## src/rtl/sonic_address_converter_mc_if.sv

```systemverilog
// Request, output, release and status bundle for sonic_address_converter_mc.
// The converter uses the slave modport; the driving DMA side uses the master modport.
interface sonic_address_converter_mc_if #(
  parameter int ADDR_W     = 13,
  parameter int NUM_CH     = 2,
  parameter int RING_WORDS = 3000,
  parameter int CH_W       = (NUM_CH > 1) ? $clog2(NUM_CH) : 1,
  parameter int PHYS_W     = $clog2(NUM_CH * RING_WORDS),
  parameter int LVL_W      = $clog2(RING_WORDS + 1)
) ();

  logic [NUM_CH-1:0]       cfg_mode_in;
  logic                    req_valid_in;
  logic                    req_ready_out;
  logic [CH_W-1:0]         req_ch_in;
  logic [ADDR_W-1:0]       req_addr_in;
  logic                    out_valid_out;
  logic                    out_ready_in;
  logic [CH_W-1:0]         out_ch_out;
  logic [PHYS_W-1:0]       out_addr_out;
  logic                    out_wrap_out;
  logic                    rel_valid_in;
  logic [CH_W-1:0]         rel_ch_in;
  logic [ADDR_W-1:0]       rel_count_in;
  logic [NUM_CH*LVL_W-1:0] level_out;
  logic [NUM_CH-1:0]       full_out;
  logic [NUM_CH-1:0]       empty_out;
  logic [NUM_CH-1:0]       err_out;

  modport slave (
    input  cfg_mode_in, req_valid_in, req_ch_in, req_addr_in,
    input  out_ready_in, rel_valid_in, rel_ch_in, rel_count_in,
    output req_ready_out, out_valid_out, out_ch_out, out_addr_out, out_wrap_out,
    output level_out, full_out, empty_out, err_out
  );

  modport master (
    output cfg_mode_in, req_valid_in, req_ch_in, req_addr_in,
    output out_ready_in, rel_valid_in, rel_ch_in, rel_count_in,
    input  req_ready_out, out_valid_out, out_ch_out, out_addr_out, out_wrap_out,
    input  level_out, full_out, empty_out, err_out
  );

endinterface

```

## src/rtl/sonic_address_converter_mc.sv

```systemverilog
// Multi-channel ring address converter: maps per-channel word requests (direct offset or
// auto-incrementing stream pointer) to physical buffer RAM addresses, with fill tracking.
module sonic_address_converter_mc #(
  parameter int ADDR_W     = 13,
  parameter int NUM_CH     = 2,
  parameter int RING_WORDS = 3000,
  parameter int CH_W       = (NUM_CH > 1) ? $clog2(NUM_CH) : 1,
  parameter int PHYS_W     = $clog2(NUM_CH * RING_WORDS),
  parameter int LVL_W      = $clog2(RING_WORDS + 1)
) (
  input logic                  clk_in,
  input logic                  rst_in,
  sonic_address_converter_mc_if.slave bus
);

  localparam int SUM_W = ((ADDR_W > LVL_W) ? ADDR_W : LVL_W) + 1;
  localparam logic [ADDR_W:0]    RING_A = (ADDR_W + 1)'(RING_WORDS);
  localparam logic [ADDR_W-1:0]  LAST_A = ADDR_W'(RING_WORDS - 1);
  localparam logic [LVL_W-1:0]   RING_L = LVL_W'(RING_WORDS);

  logic [ADDR_W-1:0] wptr_r      [NUM_CH];
  logic [LVL_W-1:0]  level_r     [NUM_CH];
  logic [NUM_CH-1:0] full_r;
  logic [NUM_CH-1:0] empty_r;
  logic [NUM_CH-1:0] err_r;
  logic              out_valid_r;
  logic [CH_W-1:0]   out_ch_r;
  logic [PHYS_W-1:0] out_addr_r;
  logic              out_wrap_r;

  logic [NUM_CH-1:0] req_hit_s;
  logic              ch_ok_s;
  logic              sel_mode_s;
  logic              sel_full_s;
  logic [ADDR_W-1:0] sel_wptr_s;
  logic [PHYS_W-1:0] sel_base_s;
  logic              ready_s;
  logic              accept_s;
  logic              addr_bad_s;
  logic              load_s;
  logic [ADDR_W-1:0] local_s;

  logic [NUM_CH-1:0] acc_st_s;
  logic [NUM_CH-1:0] rel_hit_s;
  logic [NUM_CH-1:0] err_nxt_s;
  logic [SUM_W-1:0]  sum_s       [NUM_CH];
  logic [LVL_W-1:0]  level_nxt_s [NUM_CH];
  logic [ADDR_W-1:0] wptr_nxt_s  [NUM_CH];
  logic [NUM_CH*LVL_W-1:0] level_flat_s;

  // Decode the request channel into the selected channel's mode, full flag, pointer and ring base.
  always_comb begin
    req_hit_s  = '0;
    ch_ok_s    = 1'b0;
    sel_mode_s = 1'b0;
    sel_full_s = 1'b0;
    sel_wptr_s = '0;
    sel_base_s = '0;
    for (int c = 0; c < NUM_CH; c++) begin
      req_hit_s[c] = (bus.req_ch_in == CH_W'(c));
      ch_ok_s      = ch_ok_s | req_hit_s[c];
      sel_mode_s   = sel_mode_s | (req_hit_s[c] & bus.cfg_mode_in[c]);
      sel_full_s   = sel_full_s | (req_hit_s[c] & full_r[c]);
      sel_wptr_s   = sel_wptr_s | ({ADDR_W{req_hit_s[c]}} & wptr_r[c]);
      sel_base_s   = sel_base_s | ({PHYS_W{req_hit_s[c]}} & PHYS_W'(c * RING_WORDS));
    end
  end

  // Accept decision; an unknown channel selects nothing so it is always accepted and dropped.
  always_comb begin
    ready_s    = !rst_in && (!out_valid_r || bus.out_ready_in) && !(sel_mode_s && sel_full_s);
    accept_s   = bus.req_valid_in && ready_s;
    local_s    = sel_mode_s ? sel_wptr_s : bus.req_addr_in;
    addr_bad_s = !sel_mode_s && ({1'b0, bus.req_addr_in} >= RING_A);
    load_s     = accept_s && ch_ok_s && !addr_bad_s;
  end

  // Per-channel pointer, level and error next state; accept and release combine in one step.
  always_comb begin
    acc_st_s  = '0;
    rel_hit_s = '0;
    err_nxt_s = err_r;
    for (int c = 0; c < NUM_CH; c++) begin
      sum_s[c]       = '0;
      level_nxt_s[c] = level_r[c];
      wptr_nxt_s[c]  = wptr_r[c];
    end
    for (int c = 0; c < NUM_CH; c++) begin
      acc_st_s[c]  = accept_s && req_hit_s[c] && bus.cfg_mode_in[c];
      rel_hit_s[c] = bus.rel_valid_in && (bus.rel_ch_in == CH_W'(c));
      err_nxt_s[c] = err_r[c] | (accept_s && req_hit_s[c] && addr_bad_s);
      sum_s[c]     = SUM_W'(level_r[c]) + SUM_W'(acc_st_s[c]);
      if (acc_st_s[c]) begin
        wptr_nxt_s[c] = (wptr_r[c] == LAST_A) ? '0 : wptr_r[c] + ADDR_W'(1);
      end else begin
        wptr_nxt_s[c] = wptr_r[c];
      end
      if (rel_hit_s[c]) begin
        if (SUM_W'(bus.rel_count_in) > sum_s[c]) begin
          // Underflow clamps rather than wrapping so the ring never looks spuriously full.
          level_nxt_s[c] = '0;
          err_nxt_s[c]   = 1'b1;
        end else begin
          level_nxt_s[c] = LVL_W'(sum_s[c] - SUM_W'(bus.rel_count_in));
        end
      end else begin
        level_nxt_s[c] = LVL_W'(sum_s[c]);
      end
    end
  end

  // Channel state and single-stage output register.
  always_ff @(posedge clk_in) begin
    if (rst_in) begin
      for (int c = 0; c < NUM_CH; c++) begin
        wptr_r[c]  <= '0;
        level_r[c] <= '0;
      end
      full_r      <= '0;
      empty_r     <= '1;
      err_r       <= '0;
      out_valid_r <= 1'b0;
      out_ch_r    <= '0;
      out_addr_r  <= '0;
      out_wrap_r  <= 1'b0;
    end else begin
      for (int c = 0; c < NUM_CH; c++) begin
        wptr_r[c]  <= wptr_nxt_s[c];
        level_r[c] <= level_nxt_s[c];
        full_r[c]  <= (level_nxt_s[c] == RING_L);
        empty_r[c] <= (level_nxt_s[c] == '0);
      end
      err_r <= err_nxt_s;
      if (load_s) begin
        out_valid_r <= 1'b1;
        out_ch_r    <= bus.req_ch_in;
        out_addr_r  <= sel_base_s + PHYS_W'(local_s);
        out_wrap_r  <= (local_s == LAST_A);
      end else if (bus.out_ready_in) begin
        out_valid_r <= 1'b0;
      end else begin
        out_valid_r <= out_valid_r;
      end
    end
  end

  // Flatten per-channel levels onto the status bus.
  always_comb begin
    level_flat_s = '0;
    for (int c = 0; c < NUM_CH; c++) begin
      level_flat_s[c*LVL_W +: LVL_W] = level_r[c];
    end
  end

  assign bus.req_ready_out = ready_s;
  assign bus.out_valid_out = out_valid_r;
  assign bus.out_ch_out    = out_ch_r;
  assign bus.out_addr_out  = out_addr_r;
  assign bus.out_wrap_out  = out_wrap_r;
  assign bus.level_out     = level_flat_s;
  assign bus.full_out      = full_r;
  assign bus.empty_out     = empty_r;
  assign bus.err_out       = err_r;

endmodule

```

## src/flat_wrapper.sv

```systemverilog
// flat-port wrapper written by rule: the top's interface ports become plain ports
module sonic_address_converter_mc_flat 
#(
  parameter int ADDR_W     = 13,
  parameter int NUM_CH     = 2,
  parameter int RING_WORDS = 3000,
  parameter int CH_W       = (NUM_CH > 1) ? $clog2(NUM_CH) : 1,
  parameter int PHYS_W     = $clog2(NUM_CH * RING_WORDS),
  parameter int LVL_W      = $clog2(RING_WORDS + 1)
)
  (clk_in, rst_in, bus_cfg_mode_in, bus_req_valid_in, bus_req_ch_in, bus_req_addr_in, bus_out_ready_in, bus_rel_valid_in, bus_rel_ch_in, bus_rel_count_in, bus_req_ready_out, bus_out_valid_out, bus_out_ch_out, bus_out_addr_out, bus_out_wrap_out, bus_level_out, bus_full_out, bus_empty_out, bus_err_out);
  sonic_address_converter_mc_if #(.ADDR_W(ADDR_W), .NUM_CH(NUM_CH), .RING_WORDS(RING_WORDS), .CH_W(CH_W), .PHYS_W(PHYS_W), .LVL_W(LVL_W)) bus_i ();
  input logic clk_in;
  input logic rst_in;
  input wire logic [$bits(bus_i.cfg_mode_in)-1:0] bus_cfg_mode_in;
  input wire logic [$bits(bus_i.req_valid_in)-1:0] bus_req_valid_in;
  input wire logic [$bits(bus_i.req_ch_in)-1:0] bus_req_ch_in;
  input wire logic [$bits(bus_i.req_addr_in)-1:0] bus_req_addr_in;
  input wire logic [$bits(bus_i.out_ready_in)-1:0] bus_out_ready_in;
  input wire logic [$bits(bus_i.rel_valid_in)-1:0] bus_rel_valid_in;
  input wire logic [$bits(bus_i.rel_ch_in)-1:0] bus_rel_ch_in;
  input wire logic [$bits(bus_i.rel_count_in)-1:0] bus_rel_count_in;
  output wire logic [$bits(bus_i.req_ready_out)-1:0] bus_req_ready_out;
  output wire logic [$bits(bus_i.out_valid_out)-1:0] bus_out_valid_out;
  output wire logic [$bits(bus_i.out_ch_out)-1:0] bus_out_ch_out;
  output wire logic [$bits(bus_i.out_addr_out)-1:0] bus_out_addr_out;
  output wire logic [$bits(bus_i.out_wrap_out)-1:0] bus_out_wrap_out;
  output wire logic [$bits(bus_i.level_out)-1:0] bus_level_out;
  output wire logic [$bits(bus_i.full_out)-1:0] bus_full_out;
  output wire logic [$bits(bus_i.empty_out)-1:0] bus_empty_out;
  output wire logic [$bits(bus_i.err_out)-1:0] bus_err_out;
  assign bus_i.cfg_mode_in = bus_cfg_mode_in;
  assign bus_i.req_valid_in = bus_req_valid_in;
  assign bus_i.req_ch_in = bus_req_ch_in;
  assign bus_i.req_addr_in = bus_req_addr_in;
  assign bus_i.out_ready_in = bus_out_ready_in;
  assign bus_i.rel_valid_in = bus_rel_valid_in;
  assign bus_i.rel_ch_in = bus_rel_ch_in;
  assign bus_i.rel_count_in = bus_rel_count_in;
  assign bus_req_ready_out = bus_i.req_ready_out;
  assign bus_out_valid_out = bus_i.out_valid_out;
  assign bus_out_ch_out = bus_i.out_ch_out;
  assign bus_out_addr_out = bus_i.out_addr_out;
  assign bus_out_wrap_out = bus_i.out_wrap_out;
  assign bus_level_out = bus_i.level_out;
  assign bus_full_out = bus_i.full_out;
  assign bus_empty_out = bus_i.empty_out;
  assign bus_err_out = bus_i.err_out;
  sonic_address_converter_mc #(.ADDR_W(ADDR_W), .NUM_CH(NUM_CH), .RING_WORDS(RING_WORDS), .CH_W(CH_W), .PHYS_W(PHYS_W), .LVL_W(LVL_W)) u_core (.clk_in(clk_in), .rst_in(rst_in), .bus(bus_i));
endmodule
```

## config.mk

```make
export PLATFORM = sky130hd
export DESIGN_NAME = sonic_address_converter_mc_flat
export DESIGN_NICKNAME = d
export VERILOG_FILES = /design/src/rtl/sonic_address_converter_mc_if.sv /design/src/rtl/sonic_address_converter_mc.sv /design/src/flat_wrapper.sv
export SDC_FILE = /design/constraint.sdc
export NUM_CORES = 1
export LEC_CHECK = 0
export CELL_PAD_IN_SITES_DETAIL_PLACEMENT = 1
export CELL_PAD_IN_SITES_GLOBAL_PLACEMENT = 1
export CORE_ASPECT_RATIO = 2
export CORE_MARGIN = 3
export CORE_UTILIZATION = 40
export CTS_CLUSTER_SIZE = 14
export DETAILED_ROUTE_END_ITERATION = 10
export PLACE_DENSITY = 0.76
export SLEW_MARGIN = 0
export SYNTH_ARGS = -nofsm -noshare
export SYNTH_HDL_FRONTEND = slang
export SYNTH_SLANG_ARGS = --single-unit
```

## constraint.sdc

```tcl
create_clock -name clk_in -period 6 [get_ports clk_in]
set_input_delay 1.2 -clock clk_in [delete_from_list [all_inputs] [get_ports clk_in]]
set_output_delay 1.2 -clock clk_in [all_outputs]
set_load 0.02 [all_outputs]
```

==> results_dict.tcl, run 1 <==
set metrics [dict create \
    finalSetupViolations 0 \
    yosysWarnings 0 \
    period_minus_slack_ns 5.57 \
    worstMarginPinSlew_ns 0.924 \
    synth_edf_count 0 \
    synth_top_cell_area_share_pct 25.6 \
    synth_compound_area_share_pct 18.0 \
    synth_cell_types 69 \
    dieArea_mm2 0.0156 \
    synthCells 716 \
    drive_gt1_share_pct 6.09 \
    grt_pass1_wl_um 33700 \
    coreArea_mm2 0.0136 \
    fin_nets 892 \
    cellLeakagePower_uw 0.00284 \
    cts_tree "yes" \
    skew_ns 0.00879 \
    die_h_um 174 \
    final_cell_mix "nor2_1, clkdlybuf4s50_1, dfxtp_1, nand2_1, ha_1" \
    synthMuxAreaShare_pct 3.49 \
    die_w_um 89.9 \
    critical_path.max_fanout 4 \
    crit_buf_inv 3 \
    vias_per_cell 5.70 \
    slowest_stage "clkdlybuf4s50_1" \
    ff2ff_setup_slack_ns 1.49 \
    synthSimpleGateAreaFrac_pct 24.5 \
    netlist_area_mm2 0.00564 \
    synth_flop_cell "dfxtp_1" \
    hold_buffers 0 \
    path_class "in -> reg" \
    clock_sinks 72 \
    start_util_pct 41.5 \
    status "complete, no violations" \
    layout_commonest_cell "nor2_1" \
    clk_path_buf_depth 2 \
    synth_adder_area_share_pct 13.3 \
    fin_crit_sh_pct 92.8 \
    post_cts_buffers 0 \
    cp.arrival_ns 5.81 \
    hold_path_class "reg -> reg" \
    synth_top_family_by_area "simple AND/OR/NAND/NOR gates" \
    postCtsResizedCells 0 \
    yosys-top-cells-area "dfxtp_1, ha_1, xor2_1, nor2_1, a21oi_1" \
    drtPass1Iterations 4 \
    utilization_pct 51.6 \
    max_stage_delay_ns 0.53 \
    totalWireLength_um 21200 \
    drt_iter0_markers 198 \
    hold_viol 0 \
    wl_per_cell_um 21.4 \
    track_usage_pct 27.6 \
    crit_top_cell "ha_1" \
    yosys.area.top_type "dfxtp_1" \
    num_vias 5646 \
    tns_ns 0 \
    drc 0 \
    synth_xor_area_share_pct 10.1 \
    clockRootBuffer "clkbuf_16" \
    powerDensity_mw_per_mm2 215 \
    drv_slew 0 \
    cts_buffers 9 \
    clk_pin_slew_ns 0.06 \
    ir_drop_mv 0.140 \
    clk_latency_ns 0.34 \
    place.gp.congestion 1.01 \
    cap_violations 0 \
    synthArstFlopShare_pct 0 \
    crit_family "simple AND/OR/NAND/NOR gates" \
    area_growth_pct 24.5 \
    worst_slew_margin_rel_pct 38.0 \
    antenna_found_initial 0 \
    globalRouteOverflowTotal 0 \
    htreeDepth 3 \
    antenna_cells 0 \
    hpwlAfterDp_um 17500 \
    yosysSeqAreaShare_pct 25.6 \
    rows 60 \
    crit_chain "clkdlybuf4s50_1 -> nand3b_1 -> and4b_1 -> buf_4 -> and4_1 -> ha_1 -> ha_1 -> nand3_1 -> inv_1 -> nand2_1 -> xnor2_1 -> ha_1 -> nand4_1 -> o41ai_1 -> a31oi_1 -> o31ai_2 -> nand4_1 -> nor4b_2" \
    grt_pass1_vias 6221 \
    ant_nets 0 \
    fill_cells 1706 \
    startpoint_type "primary input" \
    avgSynthCellArea_um2 7.87 \
    io_pins 82 \
    ys_ff_latch 72 \
    syn-num-nets 809 \
    max_freq_ghz 0.180 \
    grt_start_max_net_pins 47 \
    critPathCaptureType "register" \
    required_ns 6.24 \
    portBuffers 81 \
    rsz0062_at_grt "false" \
]
==> worst min-delay path, delay by kind of cell, from the launching register on <==
kind             cells  cell delay, ns
AND/OR/NAND/NOR      1            0.05
flip-flops           1            0.31
AO/OA/AOI/OAI        1            0.05
==> final cells by class <==
cell class	instances	area [um2]	area share (%)
Clock buffer	11	243	3.46
Clock inverter	5	86.3	1.23
Inverter	44	165	2.35
Multi-Input combinational cell	574	3910	55.7
Sequential cell	72	1440	20.5
Tap cell	186	233	3.32
Timing Repair Buffer	98	938	13.4
==> worst paths after layout <==
check                                           startpoint                    endpoint  cells past startpoint
worst max-delay path                         bus_req_ch_in      u_core.bus.full_out[0]                     18
worst min-delay path            u_core.bus.out_addr_out[9]  u_core.bus.out_addr_out[9]                      2
worst max register to register      u_core.bus.full_out[0]      u_core.bus.full_out[0]                     17
worst min register to register  u_core.bus.out_addr_out[9]  u_core.bus.out_addr_out[9]                      2
==> report_power, final <==
part           internal [uW]  leakage [uW]  total, uW  switching [uW]
combinational            163       0.00210        395             232
clock                    379      0.000161        597             218
sequential               496      0.000585        515            18.8
==> Yosys cell counts, drive strengths merged (6+ instances only) <==
cell and n:
nor2 87, dfxtp 72, nand2 67, ha 55, a21oi 53, inv 44
xor2 40, nand3 28, o21ai 26, xnor2 25, nand4 22, clkbuf 18
mux2i 17, and4 11, nor2b 11, nor3 11, a22oi 10, a31oi 9
buf 8, a211oi 7, and3 7, o21a 7, nand2b 6
==> cells by family (layout without fill, tap and decap cells) <==
| family | after synthesis | in the layout |
|---|---|---|
| and+or+nand+nor | 278 | 278 |
| DFF | 72 | 72 |
| xor gates and xnor gates | 65 | 65 |
| muxes | 19 | 19 |
| AOI/OAI and AO/OA | 154 | 154 |
| adders and majority gates | 58 | 58 |
| buffers and inverters | 70 | 158 |
==> flip-flops by register name (all words and copies together) (netlist names) <==
signal and count:
u_core.bus.out_ch_out 1, u_core.wptr_r 26, u_core.bus.out_wrap_out 1, u_core.bus.err_out 2, u_core.bus.full_out 2, u_core.bus.out_valid_out 1, u_core.bus.out_addr_out 13, u_core.bus.empty_out 2
u_core.level_r 24
==> stage by stage <==
| stage | std cells | total power (uW) | area [um2] | setup WS (ns) | hold slack [ns] |
|---|---|---|---|---|---|
| 4_1_cts | 990 | 1520 | 7020 | 0.417 | 0.454 |
| 6_report | 990 | 1510 | 7020 | 0.430 | 0.452 |
| 3_3_place_gp | 974 | 910 | 6690 | 0.197 | 0.438 |
| 5_1_grt | 990 | 1580 | 7020 | 0.112 | 0.472 |
| 3_5_place_dp | 974 | 918 | 6690 | 0.140 | 0.447 |
| 2_1_floorplan | 716 | 761 | 5640 | 1.12 | 0.467 |
==> routing by layer <==
metal / wire (um) / up-vias / track usage [%]
li1: - / 2716 / -
met1: 7070 / 2740 / 25.6
met2: 12300 / 130 / 55.5
met3: 593 / 60 / 3.52
met4: 1250 / 0 / 16.5
met5: 0 / - / 0
(Power assumes the default switching activity.)
==> run 2, diff against run 1 <==
- CTS_BUF_LIST: unset -> sky130_fd_sc_hd__clkbuf_4 sky130_fd_sc_hd__clkbuf_8
- SLEW_MARGIN: 0 -> 20
==> results_dict.tcl, run 2 (synthesis results as in run 1) <==
set metrics [dict create \
    power_uw 1370 \
    cellLeakagePower_uw 0.00280 \
    finalSetupViolations 0 \
    track_usage_pct 27.4 \
    final_cell_mix "nor2_1, clkdlybuf4s50_1, dfxtp_1, nand2_1, ha_1" \
    rsz0062_at_grt "false" \
    post_cts_buffers 0 \
    antenna_found_initial 0 \
    cap_violations 0 \
    multi_input_area_mm2 0.00391 \
    p_sw_share_pct 33.2 \
    drv_slew 0 \
    grt_start_max_net_pins 47 \
    start_util_pct 41.5 \
    fin_crit_sh_pct 92.1 \
    globalRouteOverflowTotal 0 \
    place.gp.congestion 1.01 \
    postCtsResizedCells 0 \
    dieArea_mm2 0.0156 \
    p_sw_uw 453 \
    portBuffers 81 \
    drt_iter0_markers 276 \
    antenna_cells 0 \
    r2r-start "u_core.bus.full_out[0]" \
    clk_pin_slew_ns 0.08 \
    critPathCaptureType "register" \
    clock_sinks 72 \
    required_ns 6.27 \
    grt_pass1_wl_um 33600 \
    worstMarginPinSlew_ns 0.910 \
    fin_nets 892 \
    critical_path.max_fanout 5 \
    r2r.worst_path.cells 18 \
    skew_ns 0.0124 \
    r2r_end "u_core.bus.full_out[0]" \
    layout_commonest_cell "nor2_1" \
    startpoint_type "primary input" \
    tns_ns 0 \
    drc 0 \
    totalWireLength_um 21200 \
    die_w_um 89.9 \
    drive_gt1_share_pct 6.22 \
    hpwlAfterDp_um 17500 \
    worst_slew_margin_rel_pct 38.9 \
    area_growth_pct 22.8 \
    vias_per_cell 5.67 \
    htreeDepth 3 \
    grt_pass1_vias 6179 \
    ant_nets 0 \
    hold_buffers 0 \
    largest_reg_flops 26 \
    min_from "u_core.bus.out_addr_out[9]" \
    clk_latency_ns 0.36 \
    path_class "in -> reg" \
    hold_depth 2 \
    fill_cells 1705 \
    ff2ff_setup_slack_ns 1.50 \
    clk_path_buf_depth 2 \
    status "complete, no violations" \
    seqPwrFrac_pct 37.6 \
    hold_viol 0 \
    cp.arrival_ns 5.80 \
    p_int_uw 913 \
    rows 60 \
    cts_tree "yes" \
    num_vias 5615 \
    clkPwrFrac_pct 33.4 \
    coreArea_mm2 0.0136 \
    die_h_um 174 \
    wl_per_cell_um 21.4 \
    clockRootBuffer "clkbuf_8" \
    period_minus_slack_ns 5.53 \
    cts_buffers 9 \
    hold_end "u_core.bus.out_addr_out[9]" \
    drtPass1Iterations 4 \
    max_freq_ghz 0.181 \
    ir_drop_mv 0.138 \
    powerDensity_mw_per_mm2 197 \
    regArea_mm2 0.00144 \
    io_pins 82 \
    hold_path_class "reg -> reg" \
    largest-register "u_core.wptr_r" \
    combinationalPowerShare_pct 29.0 \
]
## run 2: area by class of cell
| class | count | area share [%] |
|---|---|---|
| inverter | 44 | 2.39 |
| multi-input combinational | 574 | 56.5 |
| timing repair buffer | 98 | 13.6 |
| tap | 186 | 3.36 |
| clock inverter | 5 | 1.25 |
| clock buffer | 11 | 2.10 |
| sequential | 72 | 20.8 |
## run 2: worst max path at each step
stage / from / endpoint / slack [ns]
2_1_floorplan: bus_req_ch_in / u_core.bus.full_out[1] / 1.12
3_3_place_gp: bus_req_ch_in / u_core.bus.full_out[0] / 0.20
3_5_place_dp: bus_req_ch_in / u_core.bus.full_out[0] / 0.14
4_1_cts: bus_req_ch_in / u_core.bus.full_out[0] / 0.46
5_1_grt: bus_req_ch_in / u_core.bus.full_out[0] / 0.14
6_report: bus_req_ch_in / u_core.bus.full_out[0] / 0.47
## run 2: power groups by stage
stage / clock (uW) / combinational (uW) / sequential, uW
after floorplan: 0 / 220 / 541
after global placement: 0 / 386 / 525
after detailed placement: 0 / 392 / 526
after CTS: 467 / 395 / 514
after global routing: 487 / 432 / 517
final: 456 / 396 / 514
## run 2: critical path: stages
cell and delay [ns]:
clkdlybuf4s50_1 0.53, nand3b_1 0.13, and4b_1 0.22, buf_4 0.12
and4_1 0.30, ha_1 0.24, and4_1 0.33, nand2_1 0.09
xor2_1 0.30, inv_1 0.08, ha_1 0.35, or2_1 0.27
a21oi_1 0.16, a31oi_1 0.08, a21oi_1 0.24, o21ai_0 0.13
xor2_1 0.17, o41ai_1 0.53, nor4b_2 0.30
## run 2: per-stage QoR
step           utilization [%]  instance area [um2]  hold slack [ns]  cells  worst slack [ns]
5_1_grt                   50.9                 6920            0.476    990             0.139
2_1_floorplan                -                 5640            0.467    716              1.12
3_5_place_dp              49.2                 6690            0.447    974             0.140
6_report                  50.9                 6920            0.456    990             0.472
3_3_place_gp              49.2                 6690            0.438    974             0.197
4_1_cts                   50.9                 6920            0.457    990             0.465
## run 2: per-layer routing
| metal | routed length, um | up-vias | GRT usage, % |
|---|---|---|---|
| li1 | - | 2704 | - |
| met1 | 7040 | 2724 | 25.4 |
| met2 | 12400 | 130 | 55.8 |
| met3 | 596 | 57 | 3.26 |
| met4 | 1170 | 0 | 15.0 |
| met5 | 0 | - | 0 |
